--- src/rtl/io_port_bridge_if.sv ---
`default_nettype none
// ============================================================================
//  Module   : io_port_bridge_if
//  Brief    : Signal bundle between the processor I/O pins / external
//             byte stream and io_port_bridge. The bridge uses the slave
//             modport; the core / external side uses the master modport.
//  Revision : 1.0 - initial release
// ============================================================================
interface io_port_bridge_if #(
  parameter int DEPTH = 4
);
  localparam int CNT_W = $clog2(DEPTH) + 1;

  // core side
  logic [7:0]       in_port;
  logic             in_ack;
  logic [7:0]       out_port;
  logic             out_we;
  logic             interrupt;
  // external RX source
  logic [7:0]       ext_rx_data;
  logic             ext_rx_valid;
  logic             ext_rx_ready;
  // external TX sink
  logic [7:0]       ext_tx_data;
  logic             ext_tx_valid;
  logic             ext_tx_ready;
  // status
  logic [CNT_W-1:0] rx_count;
  logic             tx_drop;

  modport slave (
    output in_port, interrupt, ext_rx_ready, ext_tx_data, ext_tx_valid,
           rx_count, tx_drop,
    input  in_ack, out_port, out_we, ext_rx_data, ext_rx_valid, ext_tx_ready
  );

  modport master (
    input  in_port, interrupt, ext_rx_ready, ext_tx_data, ext_tx_valid,
           rx_count, tx_drop,
    output in_ack, out_port, out_we, ext_rx_data, ext_rx_valid, ext_tx_ready
  );
endinterface
`default_nettype wire

--- src/rtl/io_port_bridge.sv ---
`default_nettype none
// ============================================================================
//  Module   : io_port_bridge
//  Brief    : Byte-wide I/O peripheral for the processor In_port/Out_port
//             pins. External bytes are buffered in an RX FIFO whose head is
//             presented on in_port; bytes written by OUT are queued in a TX
//             FIFO and drained to a valid/ready sink.
//  Config   : IO_BRIDGE_IRQ_EN - when defined, the interrupt pulse logic is
//             built; otherwise interrupt is tied low.
//  Revision : 1.0 - initial release
// ============================================================================
module io_port_bridge #(
  parameter int DEPTH = 4
) (
  input  logic             clk,
  input  logic             rst,
  io_port_bridge_if.slave  bus
);

  localparam int                 PTR_W      = $clog2(DEPTH);
  localparam int                 CNT_W      = PTR_W + 1;
  localparam logic [CNT_W-1:0]   C_FULL_CNT = CNT_W'(DEPTH);
  localparam logic [PTR_W-1:0]   C_PTR_ONE  = PTR_W'(1);
  localparam logic [CNT_W-1:0]   C_CNT_ONE  = CNT_W'(1);

  // ---------------------------------------------------------------- RX FIFO
  logic [7:0]       r_rx_mem [DEPTH];
  logic [PTR_W-1:0] r_rx_wr_ptr;
  logic [PTR_W-1:0] r_rx_rd_ptr;
  logic [CNT_W-1:0] r_rx_count;
  logic [CNT_W-1:0] w_rx_count_next;
  logic             w_rx_full;
  logic             w_rx_empty;
  logic             w_rx_push;
  logic             w_rx_pop;

  assign w_rx_full  = (r_rx_count == C_FULL_CNT);
  assign w_rx_empty = (r_rx_count == '0);
  // A full FIFO refuses the push even if a pop frees a slot this cycle.
  assign w_rx_push  = bus.ext_rx_valid && !w_rx_full;
  assign w_rx_pop   = bus.in_ack && !w_rx_empty;

  // Occupancy after this cycle's push/pop.
  always_comb begin
    w_rx_count_next = r_rx_count;
    if (w_rx_push && !w_rx_pop) begin
      w_rx_count_next = r_rx_count + C_CNT_ONE;
    end else if (w_rx_pop && !w_rx_push) begin
      w_rx_count_next = r_rx_count - C_CNT_ONE;
    end
  end

  // RX storage write; contents are deliberately left unreset.
  always_ff @(posedge clk) begin
    if (w_rx_push) begin
      r_rx_mem[r_rx_wr_ptr] <= bus.ext_rx_data;
    end
  end

  // RX pointer and occupancy bookkeeping.
  always_ff @(posedge clk or posedge rst) begin
    if (rst) begin
      r_rx_wr_ptr <= '0;
      r_rx_rd_ptr <= '0;
      r_rx_count  <= '0;
    end else begin
      if (w_rx_push) r_rx_wr_ptr <= r_rx_wr_ptr + C_PTR_ONE;
      if (w_rx_pop)  r_rx_rd_ptr <= r_rx_rd_ptr + C_PTR_ONE;
      r_rx_count <= w_rx_count_next;
    end
  end

  assign bus.in_port      = w_rx_empty ? 8'h00 : r_rx_mem[r_rx_rd_ptr];
  assign bus.ext_rx_ready = !w_rx_full;
  assign bus.rx_count     = r_rx_count;

  // ---------------------------------------------------------------- TX FIFO
  logic [7:0]       r_tx_mem [DEPTH];
  logic [PTR_W-1:0] r_tx_wr_ptr;
  logic [PTR_W-1:0] r_tx_rd_ptr;
  logic [CNT_W-1:0] r_tx_count;
  logic             r_tx_drop;
  logic             w_tx_full;
  logic             w_tx_empty;
  logic             w_tx_push;
  logic             w_tx_pop;

  assign w_tx_full  = (r_tx_count == C_FULL_CNT);
  assign w_tx_empty = (r_tx_count == '0);
  // Fullness is judged before any same-cycle drain, so OUT on full drops.
  assign w_tx_push  = bus.out_we && !w_tx_full;
  assign w_tx_pop   = !w_tx_empty && bus.ext_tx_ready;

  // TX storage write; contents are deliberately left unreset.
  always_ff @(posedge clk) begin
    if (w_tx_push) begin
      r_tx_mem[r_tx_wr_ptr] <= bus.out_port;
    end
  end

  // TX pointers, occupancy and the sticky drop flag.
  always_ff @(posedge clk or posedge rst) begin
    if (rst) begin
      r_tx_wr_ptr <= '0;
      r_tx_rd_ptr <= '0;
      r_tx_count  <= '0;
      r_tx_drop   <= 1'b0;
    end else begin
      if (w_tx_push) r_tx_wr_ptr <= r_tx_wr_ptr + C_PTR_ONE;
      if (w_tx_pop)  r_tx_rd_ptr <= r_tx_rd_ptr + C_PTR_ONE;
      if (w_tx_push && !w_tx_pop) begin
        r_tx_count <= r_tx_count + C_CNT_ONE;
      end else if (w_tx_pop && !w_tx_push) begin
        r_tx_count <= r_tx_count - C_CNT_ONE;
      end
      if (bus.out_we && w_tx_full) r_tx_drop <= 1'b1;
    end
  end

  assign bus.ext_tx_data  = w_tx_empty ? 8'h00 : r_tx_mem[r_tx_rd_ptr];
  assign bus.ext_tx_valid = !w_tx_empty;
  assign bus.tx_drop      = r_tx_drop;

  // -------------------------------------------------------------- interrupt
`ifdef IO_BRIDGE_IRQ_EN
  logic r_irq;
  logic w_irq_set;

  // One pulse per byte: on arrival into an empty FIFO, and on each pop that
  // leaves another byte waiting.
  assign w_irq_set = (w_rx_empty && w_rx_push) ||
                     (w_rx_pop && (w_rx_count_next != '0));

  // Single-cycle interrupt pulse register.
  always_ff @(posedge clk or posedge rst) begin
    if (rst) begin
      r_irq <= 1'b0;
    end else begin
      r_irq <= w_irq_set;
    end
  end

  assign bus.interrupt = r_irq;
`else
  assign bus.interrupt = 1'b0;
`endif

endmodule
`default_nettype wire

--- src/flat_wrapper.sv ---
// flat-port wrapper written by rule: the top's interface ports become plain ports
module io_port_bridge_flat 
#(
  parameter int DEPTH = 4
)
  (clk, rst, bus_in_port, bus_interrupt, bus_ext_rx_ready, bus_ext_tx_data, bus_ext_tx_valid, bus_rx_count, bus_tx_drop, bus_in_ack, bus_out_port, bus_out_we, bus_ext_rx_data, bus_ext_rx_valid, bus_ext_tx_ready);
  io_port_bridge_if #(.DEPTH(DEPTH)) bus_i ();
  input  logic clk;
  input  logic rst;
  output wire logic [$bits(bus_i.in_port)-1:0] bus_in_port;
  output wire logic [$bits(bus_i.interrupt)-1:0] bus_interrupt;
  output wire logic [$bits(bus_i.ext_rx_ready)-1:0] bus_ext_rx_ready;
  output wire logic [$bits(bus_i.ext_tx_data)-1:0] bus_ext_tx_data;
  output wire logic [$bits(bus_i.ext_tx_valid)-1:0] bus_ext_tx_valid;
  output wire logic [$bits(bus_i.rx_count)-1:0] bus_rx_count;
  output wire logic [$bits(bus_i.tx_drop)-1:0] bus_tx_drop;
  input wire logic [$bits(bus_i.in_ack)-1:0] bus_in_ack;
  input wire logic [$bits(bus_i.out_port)-1:0] bus_out_port;
  input wire logic [$bits(bus_i.out_we)-1:0] bus_out_we;
  input wire logic [$bits(bus_i.ext_rx_data)-1:0] bus_ext_rx_data;
  input wire logic [$bits(bus_i.ext_rx_valid)-1:0] bus_ext_rx_valid;
  input wire logic [$bits(bus_i.ext_tx_ready)-1:0] bus_ext_tx_ready;
  assign bus_in_port = bus_i.in_port;
  assign bus_interrupt = bus_i.interrupt;
  assign bus_ext_rx_ready = bus_i.ext_rx_ready;
  assign bus_ext_tx_data = bus_i.ext_tx_data;
  assign bus_ext_tx_valid = bus_i.ext_tx_valid;
  assign bus_rx_count = bus_i.rx_count;
  assign bus_tx_drop = bus_i.tx_drop;
  assign bus_i.in_ack = bus_in_ack;
  assign bus_i.out_port = bus_out_port;
  assign bus_i.out_we = bus_out_we;
  assign bus_i.ext_rx_data = bus_ext_rx_data;
  assign bus_i.ext_rx_valid = bus_ext_rx_valid;
  assign bus_i.ext_tx_ready = bus_ext_tx_ready;
  io_port_bridge #(.DEPTH(DEPTH)) u_core (.clk(clk), .rst(rst), .bus(bus_i));
endmodule
--- config.mk ---
export PLATFORM = sky130hd
export DESIGN_NAME = io_port_bridge_flat
export DESIGN_NICKNAME = d
export VERILOG_FILES = /design/src/rtl/io_port_bridge_if.sv /design/src/rtl/io_port_bridge.sv /design/src/flat_wrapper.sv
export SDC_FILE = /design/constraint.sdc
export NUM_CORES = 1
export LEC_CHECK = 0
export BUFFER_PORTS_ARGS = -buffer_cell sky130_fd_sc_hd__buf_2
export CORE_UTILIZATION = 57
export DETAILED_ROUTE_END_ITERATION = 8
export GPL_TIMING_DRIVEN = 0
export PLACE_DENSITY = 0.77
export SLEW_MARGIN = 40
export SYNTH_ARGS = -nofsm -noshare
export SYNTH_HDL_FRONTEND = slang
export SYNTH_SLANG_ARGS = --single-unit
--- constraint.sdc ---
create_clock -name clk -period 2.54 [get_ports clk]
set_input_delay 0.254 -clock clk [delete_from_list [all_inputs] [get_ports clk]]
set_output_delay 0.254 -clock clk [all_outputs]
set_load 0.05 [all_outputs]
==> results of run 1 <==
## worst min path at each step
| stage | start | end | slack, ps | cells past startpoint |
|---|---|---|---|---|
| 5_1_grt | bus_out_port[4] | u_core.r_tx_mem[0][4] | 130 | 1 |
| 3_5_place_dp | rst | u_core.bus.rx_count[1] | 350 | 2 |
| 6_report | bus_ext_rx_data[0] | u_core.r_rx_mem[1][0] | 120 | 1 |
| 4_1_cts | bus_ext_rx_data[0] | u_core.r_rx_mem[1][0] | 120 | 1 |
| 2_1_floorplan | rst | u_core.bus.rx_count[0] | 160 | 1 |
| 3_3_place_gp | rst | u_core.bus.rx_count[0] | 320 | 2 |
## final cells by class
class / count / area, sq um / share of cell area (%)
Clock inverter: 4 / 23.8 / 0.630
Sequential cell: 79 / 2300 / 60.9
Clock buffer: 11 / 131 / 3.48
Multi-Input combinational cell: 83 / 922 / 24.4
Inverter: 7 / 26.3 / 0.697
Buffer: 7 / 56.3 / 1.49
Tap cell: 72 / 90.1 / 2.39
Timing Repair Buffer: 44 / 225 / 5.97
## layer usage
metal	up-vias	track usage [%]
li1	759	-
met5	-	0
met3	6	3.60
met1	864	22.1
met4	0	9.81
met2	54	35.9
## sequential cells by signal, summed over array words and instances (netlist names)
register and flops:
u_core.r_rx_mem 32, u_core.r_tx_mem 32, u_core.bus.rx_count 3, u_core.r_tx_rd_ptr 2
u_core.r_rx_rd_ptr 2, u_core.r_rx_wr_ptr 2, u_core.bus.tx_drop 1, u_core.r_tx_wr_ptr 2
u_core.r_tx_count 3
## critical path, delay by kind of cell, from the launching register on
| kind | cells | cell delay, ps |
|---|---|---|
| simple gates | 3 | 590 |
| xor+xnor | 2 | 330 |
| fa+ha+maj | 2 | 550 |
| flops | 1 | 450 |
| buf+inv | 2 | 250 |
## cell usage in the layout, fill, tap and decap left out
cell type,n
and2_1,24
ha_1,10
a31o_2,1
nand3_2,1
buf_2,44
buf_6,3
buf_4,1
fa_1,2
dlygate4sd3_1,1
clkbuf_2,2
xnor2_1,8
clkbuf_1,2
nand2_2,1
edfxtp_1,64
clkbuf_8,9
xor2_1,4
nand2_1,2
inv_1,7
mux4_2,16
clkinv_2,3
or3_1,1
clkinv_4,1
mux2_2,4
nand3_1,1
or3_4,1
nor2_1,4
conb_1,1
dfrtp_1,15
a21boi_2,2
## stage by stage
step	hold WS, ps	setup slack [ps]	instance area (sq um)	instances
after floorplan	155	235	3300	176
after global placement	323	375	3610	291
after detailed placement	347	308	3610	291
after CTS	117	256	3770	307
after global routing	126	130	3770	307
final	125	274	3770	307
## cell families after synthesis
group / Yosys count / share of synthesized area (%)
AO/OA/AOI/OAI: 3 / 0.947
XOR/XNOR: 12 / 3.18
adder cells (fa/ha/maj): 12 / 5.00
buffers and inverters: 14 / 2.50
flip-flops: 79 / 69.6
multiplexers: 20 / 12.3
other: 1 / 0.114
AND/OR/NAND/NOR: 35 / 6.40
==> flow_summary.json, run 1 <==
{
  "hold_viol": 0,
  "ctsResizeCount": 0,
  "cts_root_buffer": "clkbuf_8",
  "rsz0062_at_grt": "no",
  "hold_class": "input port to register",
  "critPathMostFrequentCell": "xor2_1",
  "critPathLaunch": "u_core.bus.rx_count[0]",
  "grt_max_degree": 16,
  "min_period_ps": 2270,
  "crit_path_top_delay_cell": "dfrtp_1",
  "slew_viol_final": 0,
  "timing.rr.start": "u_core.bus.rx_count[0]",
  "antenna_left": 0,
  "wl_met2_mm": 3.04,
  "yosys.cell_count.top_type": "edfxtp_1",
  "ys_async_sr_fraction_pct": 19.0,
  "fin_skew_ps": 7.30,
  "drtPass1Iterations": 4,
  "final_util_pct": 68.1,
  "netlist.area_leader.share_pct": 58.2,
  "ff2ff_path_depth": 9,
  "grt_pass1_vias": 1785,
  "status": "finished clean",
  "start_util_pct": 59.6,
  "cp.arrival_ps": 2520,
  "hold_buffers": 1,
  "drc": 0,
  "drt_iter0_drc": 54,
  "syn_nets": 210,
  "final.setup.tns_ps": 0,
  "avgSynthCellArea_sq_um": 18.8,
  "setup_violations": 0,
  "synth_ff_type": "edfxtp_1",
  "crit_path_max_incr_delay_ps": 450,
  "cts_setup_buffers": 0,
  "ctsHtreeMaxLevel": 3,
  "fillers": 391,
  "cts_tree": "built",
  "cts_sinks": 79,
  "core_area_sq_um": 5540,
  "clk_pin_slew_ps": 80,
  "crit_fanout": 10,
  "synth_edf_count": 64,
  "ff2ff_setup_slack_ps": 270,
  "ys_seq_elements": 79,
  "cts.path.max_buffers": 2,
  "crit_path_start_kind": "register",
  "port_buffers": 43,
  "end_kind": "register",
  "wl_met3_microns": 229,
  "worstSkewPairLatency_ps": 340,
  "vias_per_cell": 5.48,
  "gp_congestion": 0.751,
  "fmax_mhz": 441,
  "grt_overflow": 0,
  "finalCritPeriodShare_pct": 89.2,
  "crit_type": "register to register",
  "wl_met1_mm": 2.05,
  "relSlewSlack_pct": 60.3,
  "synth_area_sq_um": 3300,
  "diodes": 0,
  "maxCapViolations": 0,
  "yosys.area.top_type": "edfxtp_1",
  "num_rows": 27,
  "routedWlPerCell_microns": 17.4,
  "ioPinCount": 45,
  "num_vias": 1683,
  "die_w_microns": 78.1,
  "top_layer_used": "met4",
  "antenna_found_initial": 0,
  "endpoint": "u_core.bus.rx_count[2]",
  "drive_gt1_share_pct": 37.9,
  "synthDistinctLibCells": 24,
  "crit_chain": "or3_1 > buf_2 > nand2_2 > ha_1 > inv_1 > fa_1 > xor2_1 > nor2_1 > xor2_1",
  "area_growth_pct": 14.2,
  "finalNetCount": 265,
  "hpwl_mm": 3.81,
  "grt_usage_pct": 19.7,
  "cts_buffers": 9,
  "syn_inst": 176,
  "finalWirelength_mm": 5.36,
  "worstPathRequired_ps": 2790,
  "synthTopCellsByCount": "edfxtp_1, and2_1, mux4_2",
  "synth_area_leaders": "edfxtp_1, dfrtp_1, mux4_2",
  "die_h_microns": 78.1,
  "r2r-end": "u_core.bus.rx_count[2]",
  "ys_warn_count": 0,
  "tightest_slew_ps": 595,
  "yosysSeqAreaShare_pct": 69.6,
  "grt_pass1_wl_mm": 8.60,
  "die_area_sq_um": 6100
}
Power of run 1 is not shown: default switching activity piles up to over one toggle a cycle in this logic, so the estimate is an artifact.
==> run 2, diff against run 1 <==
--- a/config.mk
+++ b/config.mk
@@ -5,11 +5,11 @@
 export SDC_FILE = /design/constraint.sdc
 export NUM_CORES = 1
 export LEC_CHECK = 0
-export BUFFER_PORTS_ARGS = -buffer_cell sky130_fd_sc_hd__buf_2
-export CORE_UTILIZATION = 57
+export CORE_UTILIZATION = 60
 export DETAILED_ROUTE_END_ITERATION = 8
+export DONT_BUFFER_PORTS = 1
 export GPL_TIMING_DRIVEN = 0
-export PLACE_DENSITY = 0.77
+export PLACE_DENSITY = 0.74
 export SLEW_MARGIN = 40
 export SYNTH_ARGS = -nofsm -noshare
 export SYNTH_HDL_FRONTEND = slang
==> run 2 against run 1 <==
Compared with the run above: clock skew increased by 1.4 ps; global-route usage increased by 0.81 points; non-clock buffer count decreased by 27; via count decreased by 8.7%; die area decreased by 4.9%; worst hold slack got worse by 68 ps.
==> flow_summary.json, run 2 (same netlist as run 1, synthesis figures left out) <==
{
  "cts_sinks": 79,
  "final_util_pct": 72.0,
  "crit_fanout": 10,
  "tightest_slew_ps": 595,
  "final.setup.tns_ps": 0,
  "crit_type": "register to register",
  "drt_iter0_drc": 95,
  "port_buffers": 0,
  "hpwl_mm": 3.40,
  "slew_viol_final": 0,
  "core_area_sq_um": 5200,
  "cts_tree": "built",
  "start_util_pct": 63.4,
  "cp.arrival_ps": 2600,
  "end_kind": "register",
  "final_cell_mix": "edfxtp_1, and2_1, dlygate4sd3_1",
  "num_vias": 1537,
  "ctsHtreeMaxLevel": 3,
  "area_growth_pct": 13.6,
  "cts_buffers": 9,
  "hold_viol": 0,
  "die_w_microns": 76.2,
  "num_rows": 26,
  "grt_usage_pct": 20.5,
  "die_area_sq_um": 5800,
  "cts_root_buffer": "clkbuf_8",
  "worstSkewPairLatency_ps": 340,
  "grt_pass1_wl_mm": 8.56,
  "maxCapViolations": 0,
  "vias_per_cell": 5.51,
  "hold_class": "input port to register",
  "grt_overflow": 0,
  "drive_gt1_share_pct": 22.5,
  "rsz0062_at_grt": "no",
  "finalNetCount": 238,
  "gp_congestion": 0.678,
  "mostFrequentLayoutCell": "edfxtp_1",
  "reg_top3": "u_core.r_rx_mem: 32 flops, u_core.r_tx_mem: 32 flops",
  "grt_pass1_vias": 1707,
  "diodes": 0,
  "crit_path_start_kind": "register",
  "clk_pin_slew_ps": 70,
  "grt_max_degree": 16,
  "drtPass1Iterations": 4,
  "min_period_ps": 2340,
  "relSlewSlack_pct": 60.3,
  "status": "finished clean",
  "ioPinCount": 45,
  "die_h_microns": 76.2,
  "routedWlPerCell_microns": 18.7,
  "drc": 0,
  "setup_violations": 0,
  "fmax_mhz": 428,
  "antenna_left": 0,
  "antenna_found_initial": 0,
  "fin_skew_ps": 8.65,
  "worstPathRequired_ps": 2810,
  "finalCritPeriodShare_pct": 91.9,
  "finalWirelength_mm": 5.22,
  "cts.path.max_buffers": 2
}
-- run 2: worst paths after layout --
check / startpoint / to / slack (ps) / depth (start not counted)
min in group asynchronous: rst / u_core.r_rx_rd_ptr[1] / 410 / 2
worst min register to register: u_core.r_tx_count[2] / u_core.r_tx_count[2] / 550 / 1
max in group asynchronous: rst / u_core.bus.rx_count[0] / 1710 / 2
worst min-delay path: bus_in_ack / u_core.r_rx_rd_ptr[1] / 60 / 2
worst max-delay path: u_core.bus.rx_count[0] / u_core.bus.rx_count[2] / 200 / 9
worst max register to register: u_core.bus.rx_count[0] / u_core.bus.rx_count[2] / 200 / 9
-- run 2: repair_timing --
action,CTS,global route
endpoints found under the hold margin,79,0
setup buffers,0,0
setup endpoints to repair,0,1
resized for setup,0,3
hold buffers,17,0
-- run 2: per-layer routing --
layer  routed length, microns  vias up  global-route usage (%)
met5                        0        -                       0
met4                      155        0                    13.7
met3                      182       11                    4.19
met2                     2700       46                    32.6
met1                     2180      773                    25.8
li1                         -      707                       -
-- run 2: through the flow --
step                      setup WS [ps]  area [sq um]  cells  hold WS (ps)
after global placement              110          3390    246           210
after global routing               50.1          3750    279          55.8
final                               205          3750    279          56.9
after detailed placement           79.3          3390    246           243
after floorplan                     235          3300    176           155
after CTS                          56.5          3750    279          47.6
-- run 2: layout make-up --
cell class / count / area, sq um
clock buffer: 15 / 156
timing repair buffer: 17 / 170
buffer: 7 / 56.3
sequential: 79 / 2300
inverter: 7 / 26.3
fill: 337 / 1460
clock inverter: 1 / 30.0
tap: 70 / 87.6
multi-input combinational: 83 / 922
-- run 2: worst max-delay path: stages, from the launching register on --
cell and delay [ps]:
dfrtp_2 540, or3_1 400, buf_2 190, nand2_2 100, ha_1 190, inv_1 60, fa_1 370, xor2_1 150
nor2_1 120, xor2_1 150
Power of run 2 is left out for the same reason.
==> run 3, diff against run 2 <==
--- a/config.mk
+++ b/config.mk
@@ -6,10 +6,11 @@
 export NUM_CORES = 1
 export LEC_CHECK = 0
 export CORE_UTILIZATION = 60
+export CTS_BUF_LIST = sky130_fd_sc_hd__clkbuf_16
 export DETAILED_ROUTE_END_ITERATION = 8
 export DONT_BUFFER_PORTS = 1
 export GPL_TIMING_DRIVEN = 0
-export PLACE_DENSITY = 0.74
+export PLACE_DENSITY = 0.79
 export SLEW_MARGIN = 40
 export SYNTH_ARGS = -nofsm -noshare
 export SYNTH_HDL_FRONTEND = slang
==> run 3 against run 2 <==
Compared with the run above: flip-flop and latch count stayed put; critical path depth stayed put; sequential share of layout area is 0.56 points higher; register-to-register slack worse by 60 ps; die area stayed put; wire length is 2.8% higher; non-clock buffer count is 16 lower.
==> flow_summary.json, run 3 (same netlist as run 1, synthesis figures left out) <==
{
  "final_cell_mix": "edfxtp_1, and2_1, mux4_2",
  "critPathLaunch": "u_core.bus.rx_count[0]",
  "fin_skew_ps": 4.52,
  "fin_cells": 263,
  "crit_path_top_delay_cell": "dfrtp_2",
  "cp.arrival_ps": 2640,
  "cts_root_buffer": "clkbuf_16",
  "drc": 0,
  "hold_viol": 0,
  "antenna_left": 0,
  "crit_fanout": 10,
  "port_buffers": 0,
  "die_w_microns": 76.2,
  "rsz0062_at_grt": "no",
  "reg_top3": "u_core.r_rx_mem: 32 flops, u_core.r_tx_mem: 32 flops",
  "drt_iter0_drc": 99,
  "fmax_mhz": 417,
  "cts.path.max_buffers": 2,
  "grt_pass1_vias": 1660,
  "num_rows": 26,
  "crit_path_start_kind": "register",
  "ioPinCount": 45,
  "finalNetCount": 222,
  "fillers": 332,
  "antenna_found_initial": 0,
  "hold_class": "input port to register",
  "worst_slack_ps": 142,
  "start_util_pct": 63.4,
  "clk_pin_slew_ps": 60,
  "critPathMostFrequentCell": "xor2_1",
  "crit_path_max_incr_delay_ps": 540,
  "relSlewSlack_pct": 62.3,
  "gp_congestion": 0.690,
  "drive_gt1_share_pct": 26.4,
  "setup_violations": 0,
  "tightest_slew_ps": 564,
  "crit_chain": "or3_1 > buf_2 > nand2_2 > ha_1 > inv_1 > fa_1 > xor2_1 > nor2_1 > xor2_1",
  "final_util_pct": 71.4,
  "grt_max_degree": 16,
  "cp.buffers_inverters": 2,
  "status": "finished clean",
  "grt_overflow": 0,
  "grt_pass1_wl_mm": 8.74,
  "drtPass1Iterations": 4,
  "pre_cts_ws_ps": 56.7,
  "grt_usage_pct": 21.2,
  "area_growth_pct": 12.5,
  "worstPathRequired_ps": 2780,
  "cts_sinks": 79,
  "cts_setup_buffers": 0,
  "mostFrequentLayoutCell": "edfxtp_1",
  "hp-start": "bus_out_port[7]",
  "worstSkewPairLatency_ps": 330,
  "final.setup.tns_ps": 0,
  "place_inst": 246,
  "ff_latch_area_sq_um": 2300,
  "maxCapViolations": 0,
  "crit_type": "register to register",
  "die_h_microns": 76.2,
  "timing.rr.start": "u_core.bus.rx_count[0]",
  "hpwl_mm": 3.73,
  "vias_per_cell": 5.57,
  "finalCritPeriodShare_pct": 94.4,
  "routedWlPerCell_microns": 20.4,
  "num_vias": 1465,
  "min_period_ps": 2400,
  "cts_tree": "built",
  "cts_buffers": 9,
  "die_area_sq_um": 5800,
  "slew_viol_final": 0,
  "crit_family": "simple AND/OR/NAND/NOR gates",
  "diodes": 0,
  "finalWirelength_mm": 5.36,
  "multiInputGateArea_sq_um": 922,
  "core_area_sq_um": 5200,
  "end_kind": "register",
  "ctsHtreeMaxLevel": 3
}
-- run 3: cell type report --
cell class              count  area share [%]
well taps                  70            2.36
plain buffers               7            1.52
multi-input cells          83            24.8
flip-flops and latches     79            61.9
clock inverters             7            2.36
clock buffers               9            6.06
inverters                   7           0.707
repair buffers              1           0.269
-- run 3: worst register-to-register path, stage by stage, from the launching register on --
cell     delay [ps]
dfrtp_2         540
or3_1           400
buf_2           200
nand2_2         110
ha_1            190
inv_1            60
fa_1            390
xor2_1          160
nor2_1          110
xor2_1          160
-- run 3: worst paths after layout --
kind                                          endpoint  slack [ps]  cells after the start
worst max-delay path            u_core.bus.rx_count[2]         140                      9
max in group asynchronous       u_core.bus.rx_count[2]        1710                      2
worst min register to register    u_core.r_tx_count[2]         540                      1
worst max register to register  u_core.bus.rx_count[2]         140                      9
worst min-delay path             u_core.r_tx_mem[1][7]          10                      0
min in group asynchronous         u_core.r_tx_count[0]         420                      2
-- run 3: what timing repair did --
item / 4_1_cts / 5_1_grt
setup endpoints to repair: 0 / 1
endpoints found under the hold margin: 15 / 0
resized for setup: 0 / 3
hold buffers: 1 / 0
-- run 3: stage by stage --
step	area [sq um]	hold slack, ps
after global routing	3720	7.15
after detailed placement	3390	229
after floorplan	3300	155
final	3720	14.0
after global placement	3390	206
after CTS	3710	12.8
-- run 3: metal layers --
metal	vias to the layer above	GRT usage [%]	part of all wire, %
met5	-	0	0
met1	743	24.8	40
met4	0	9.42	1.6
li1	678	-	-
met2	37	36.1	53
met3	7	6.83	5.2
Power of run 3 is left out for the same reason.
